[src/rtl/cpu_pkg.sv]
// Shared definitions for the instruction-fetch front end: fetch states,
// datapath widths and the default instruction-memory size.
package cpu_pkg;

   localparam int INSTR_W           = 16;
   localparam int BYTE_W            = 8;
   localparam int MEM_BYTES_DEFAULT = 128;

   typedef enum logic [1:0] {
      ST_HI   = 2'd0,
      ST_LO   = 2'd1,
      ST_WAIT = 2'd2
   } fetchState_t;

   // Reduce a byte address into a power-of-two memory window.
   function automatic logic [15:0] memIndex(input logic [15:0] addr, input logic [15:0] mask);
      return addr & mask;
   endfunction

endpackage

[src/rtl/fetch_sequencer.sv]
// Two-byte instruction fetcher: reads high then low byte from a byte-wide
// memory, presents the assembled instruction on a valid/ready output slot.
module fetch_sequencer
   import cpu_pkg::*;
#(
   parameter logic [15:0] RESET_PC  = 16'h0000,
   parameter int          MEM_BYTES = MEM_BYTES_DEFAULT
) (
   input  logic                 i_clk,
   input  logic                 i_rstN,
   input  logic                 i_enable,
   output logic [15:0]          o_memAddr,
   output logic                 o_memRd,
   input  logic [BYTE_W-1:0]    i_memData,
   output logic [INSTR_W-1:0]   o_instruction,
   output logic [15:0]          o_instrPc,
   output logic                 o_instrValid,
   input  logic                 i_instrReady,
   input  logic                 i_branch,
   input  logic [15:0]          i_branchTarget
);

   localparam logic [15:0] ADDR_MASK = 16'(MEM_BYTES - 1);
   localparam logic [15:0] PC_RESET  = RESET_PC & 16'hFFFE;

   fetchState_t          r_state;
   logic [15:0]          r_pc;
   logic [BYTE_W-1:0]    r_hiByte;
   logic [INSTR_W-1:0]   r_instr;
   logic [15:0]          r_instrPc;
   logic                 r_valid;

   fetchState_t          w_stateNext;
   logic [15:0]          w_pcNext;
   logic [BYTE_W-1:0]    w_hiNext;
   logic [INSTR_W-1:0]   w_instrNext;
   logic [15:0]          w_instrPcNext;
   logic                 w_validNext;
   logic                 w_slotFree;
   logic [15:0]          w_pcPlus1;

   assign w_slotFree = !r_valid || i_instrReady;
   assign w_pcPlus1  = r_pc + 16'd1;

   assign o_memAddr     = memIndex((r_state == ST_HI) ? r_pc : w_pcPlus1, ADDR_MASK);
   assign o_memRd       = (r_state == ST_HI) ? i_enable : 1'b1;
   assign o_instruction = r_instr;
   assign o_instrPc     = r_instrPc;
   assign o_instrValid  = r_valid;

   // Branch overrides everything; otherwise a transfer empties the slot
   // unless the low-byte read refills it in the same cycle.
   always_comb begin
      w_stateNext   = r_state;
      w_pcNext      = r_pc;
      w_hiNext      = r_hiByte;
      w_instrNext   = r_instr;
      w_instrPcNext = r_instrPc;
      w_validNext   = r_valid;

      if (i_branch) begin
         w_stateNext = ST_HI;
         w_pcNext    = i_branchTarget & 16'hFFFE;
         w_hiNext    = '0;
         w_validNext = 1'b0;
      end else begin
         if (r_valid && i_instrReady) begin
            w_validNext = 1'b0;
         end
         case (r_state)
            ST_HI: begin
               if (i_enable) begin
                  w_hiNext    = i_memData;
                  w_stateNext = ST_LO;
               end
            end
            ST_LO, ST_WAIT: begin
               if (w_slotFree) begin
                  w_instrNext   = {r_hiByte, i_memData};
                  w_instrPcNext = r_pc;
                  w_validNext   = 1'b1;
                  w_pcNext      = r_pc + 16'd2;
                  w_stateNext   = ST_HI;
               end else begin
                  w_stateNext = ST_WAIT;
               end
            end
            default: begin
               w_stateNext = ST_HI;
            end
         endcase
      end
   end

   always_ff @(posedge i_clk or negedge i_rstN) begin
      if (!i_rstN) begin
         r_state   <= ST_HI;
         r_pc      <= PC_RESET;
         r_hiByte  <= '0;
         r_instr   <= '0;
         r_instrPc <= '0;
         r_valid   <= 1'b0;
      end else begin
         r_state   <= w_stateNext;
         r_pc      <= w_pcNext;
         r_hiByte  <= w_hiNext;
         r_instr   <= w_instrNext;
         r_instrPc <= w_instrPcNext;
         r_valid   <= w_validNext;
      end
   end

endmodule

[config.mk]
export PLATFORM = sky130hd
export DESIGN_NAME = fetch_sequencer
export DESIGN_NICKNAME = d
export VERILOG_FILES = /design/src/rtl/cpu_pkg.sv /design/src/rtl/fetch_sequencer.sv
export SDC_FILE = /design/constraint.sdc
export NUM_CORES = 1
export LEC_CHECK = 0
export ABC_AREA = 1
export CORE_ASPECT_RATIO = 1.4
export CORE_MARGIN = 1.5
export CORE_UTILIZATION = 30
export CTS_BUF_LIST = sky130_fd_sc_hd__clkbuf_8
export DETAILED_ROUTE_END_ITERATION = 16
export PLACE_DENSITY_LB_ADDON = 0.15
export SLEW_MARGIN = 0
export SYNTH_ARGS = -nofsm -noshare
export SYNTH_HDL_FRONTEND = slang
export SYNTH_SLANG_ARGS = --single-unit
export TNS_END_PERCENT = 1
[constraint.sdc]
create_clock -name i_clk -period 1.9 [get_ports i_clk]
set_clock_uncertainty 0.15 [all_clocks]
set_input_delay 0.285 -clock i_clk [delete_from_list [all_inputs] [get_ports i_clk]]
set_output_delay 0.285 -clock i_clk [all_outputs]
set_load 0.005 [all_outputs]
==> impl_metrics.env <==
export IMPL_stdcell_area_um2=3730
export IMPL_timing_critical_path_cells="clkdlybuf4s50_1"
export IMPL_grt_pass1_vias=2240
export IMPL_reg2reg_to="r_pc[11]$_DFFE_PN0P_"
export IMPL_layout_drive_gt1_share=0.100
export IMPL_design_final_nets=449
export IMPL_r2r_start="r_state[0]$_DFFE_PN0P_"
export IMPL_die_height_um=117
export IMPL_post_drt_via_cell_ratio=4.54
export IMPL_mappedNetlistArea_um2=2770
export IMPL_fin_crit_sh=0.953
export IMPL_setup_total_negative_slack_ns=0
export IMPL_number_of_clock_sinks=57
export IMPL_drt_iter0_drc=44
export IMPL_grt_max_degree=58
export IMPL_detailroute_via_count=2383
export IMPL_initial_core_util=0.309
export IMPL_worst_path_largest_cell_delay_ns=0.55
export IMPL_number_of_buffer_and_inverter_instances_along_the_worst_setup_path=1
export IMPL_clk_transition_reported_paths_ns=0.06
export IMPL_die_wd_um=84.2
export IMPL_timing_hold_violations_final=0
export IMPL_i_o_pin_cnt=79
export IMPL_vdd_ir_drop_worst_mv=0.363
export IMPL_num_antenna_cells=0
export IMPL_worstPathMaxFanout=7
export IMPL_report_final_slew_viol_count=0
export IMPL_worst_setup_path_end_kind="output pin"
export IMPL_finalHoldWorstSlack_ns=0.317
export IMPL_clkLatencyLatePin_ns=0.35
export IMPL_globalRouteTotalUtil=0.151
export IMPL_setup_repair_after_global_routing_missed_its_margin="true"
export IMPL_drcViolationCount=0
export IMPL_fillCellCount=913
export IMPL_avgSynthCellArea_um2=8.15
export IMPL_synthDominantCellAreaShare=0.515
export IMPL_synth_area_leaders="dfrtp_1 51%, nand2_1 17%, nand3_1 4.2%, buf_4 3.5%, inv_1 3.5%"
export IMPL_postSynthRegisterBits=57
export IMPL_buffer_ports_inserted=67
export IMPL_wirelength_um=6910
export IMPL_worst_ep_required_time_ns=1.46
export IMPL_cts_path_max_buffers=2
export IMPL_critPathLaunch="r_pc[5]$_DFFE_PN0P_"
export IMPL_finalWeightedCongestion=0.792
export IMPL_dp_hpwl_um=5060
export IMPL_fp_dieArea_um2=9830
export IMPL_worst_setup_ep="o_memAddr[5]"
export IMPL_synthesis_warnings=0
export IMPL_netlist_instances=340
export IMPL_final_period_minus_worst_setup_slack_ns=1.81
export IMPL_worst_path_stages=1
export IMPL_data_arrival_critical_path_ns=1.38
export IMPL_antenna_violations_before_repair=0
export IMPL_post_dp_cell_area_um2=3560
export IMPL_clock_tree_from_tritoncts="built"
export IMPL_critical_path_top_delay_family="buffers and inverters"
export IMPL_power_density_nw_per_um2=912
export IMPL_average_wire_per_standard_cell_um=13.2
export IMPL_ant_nets=0
export IMPL_timing_critical_path_from_type="flop"
export IMPL_drt_pass1_iterations=4
export IMPL_path_depth_of_the_worst_reg2reg_path=8
export IMPL_status="finished clean"
export IMPL_place_detailed_instances=510
export IMPL_rows=41
export IMPL_grt_pass1_wl_um=11200
export IMPL_power_static_leakage_uw=0.00177
export IMPL_cap_viol_max_count=0
export IMPL_core_region_area_um2=8980
export IMPL_number_of_standard_cells_in_the_layout_taps_in_and_fillers_out=525
export IMPL_critical_path_class="flop to output pin"
export IMPL_reg2reg_slack_ns=0.10
export IMPL_max_clock_freq_mhz=552
export IMPL_synth_seq_area_share=0.515
export IMPL_final_common_cell="nand2_1"
export IMPL_hold_class="input pin to asynchronous set/reset pin"
export IMPL_cpMaxStageDelayCell="clkdlybuf4s50_1"
export IMPL_cts_inserted_buffers=9
export IMPL_totalPowerFinal_uw=3410
export IMPL_synthToLayoutAreaGrowth_pct=34.7
export IMPL_setup_violations_final=0
export IMPL_cts_root_buf="clkbuf_8"
export IMPL_globalRoute_totalOverflow=0
export IMPL_yosysTopAreaCell="dfrtp_1"
export IMPL_final_cell_mix="123 x nand2_1, 64 x clkdlybuf4s50_1, 57 x dfrtp_1"
export IMPL_htreeDepth=3
export IMPL_yosys_cell_types_count=28
-- layer usage --
metal  part of all wire  track usage
met1               0.44        0.181
met4              0.024       0.0787
met5                  0            0
met3              0.047       0.0382
met2               0.49        0.253
-- worst register-to-register path, stage by stage (launching register included) --
cell and delay, ns:
dfrtp_1 0.39, inv_1 0.08, ha_2 0.30, nand2_2 0.16
nand2_2 0.07, inv_1 0.31, nor2_1 0.08, nand2_1 0.07
o21ai_0 0.07
-- layout make-up --
class | count | area [um2] | share of cell area
Sequential cell | 57 | 1430 | 0.382
Multi-Input combinational cell | 235 | 1090 | 0.292
Timing Repair Buffer | 85 | 826 | 0.221
Clock buffer | 10 | 138 | 0.0369
Tap cell | 107 | 134 | 0.0359
Inverter | 28 | 108 | 0.0288
Clock inverter | 3 | 12.5 | 0.00335
-- sequential cells by signal (all words and copies together), names as in the netlist --
name	cells
o_instruction	16
r_pc	15
o_instrPc	15
r_hiByte	8
o_instrValid	1
r_state	2
-- synth_stat cells, drive strengths merged --
cell type and number:
o21bai 1, a31oi 1, a211oi 1, xnor2 2, xor2 2, nand2 127, conb 1, o21ai 20
nand4 4, o32ai 1, a21oi 6, clkbuf 6, o221ai 1, dfrtp 57, o211ai 7, nor2 25
nand3 23, buf 23, inv 28, ha 4
-- logic make-up after synthesis --
logic type	after synthesis	synth area share
AO/OA/AOI/OAI	38	0.0826
flip-flops	57	0.515
buffers and inverters	57	0.106
AND/OR/NAND/NOR	179	0.265
other	1	0.00135
XOR/XNOR	4	0.0126
adder cells (fa/ha/maj)	4	0.0181
-- worst min path at each step --
stage,endpoint
after floorplan,o_instrPc[10]$_DFFE_PN0P_
after global placement,o_instruction[11]$_DFFE_PN0P_
after detailed placement,o_instruction[14]$_DFFE_PN0P_
after CTS,o_instruction[2]$_DFFE_PN0P_
after global routing,o_instruction[3]$_DFFE_PN0P_
final,o_instruction[14]$_DFFE_PN0P_
-- report_power, final --
group | internal [uW] | leakage (uW) | switching [uW]
sequential | 1430 | 0.000723 | 157
combinational | 522 | 0.000962 | 372
clock | 474 | 0.0000865 | 451
total | 2430 | 0.00177 | 980
-- stage by stage --
stage,util,worst slack (ns)
after global routing,0.416,-0.0162
after CTS,0.416,0.0592
after floorplan,-,0.286
after global placement,0.397,-0.000702
after detailed placement,0.397,-0.00836
final,0.416,0.0889
-- repair_timing --
action | CTS | global route
hold buffers | 1 | 0
pin swaps | 0 | 0
gates cloned | 0 | 0
setup endpoints to repair | 2 | 6
hold endpoints to repair | 57 | 0
buffers inserted | 1 | 0
resized for setup | 4 | 2
Note: power is estimated with default switching activity, not from simulation.
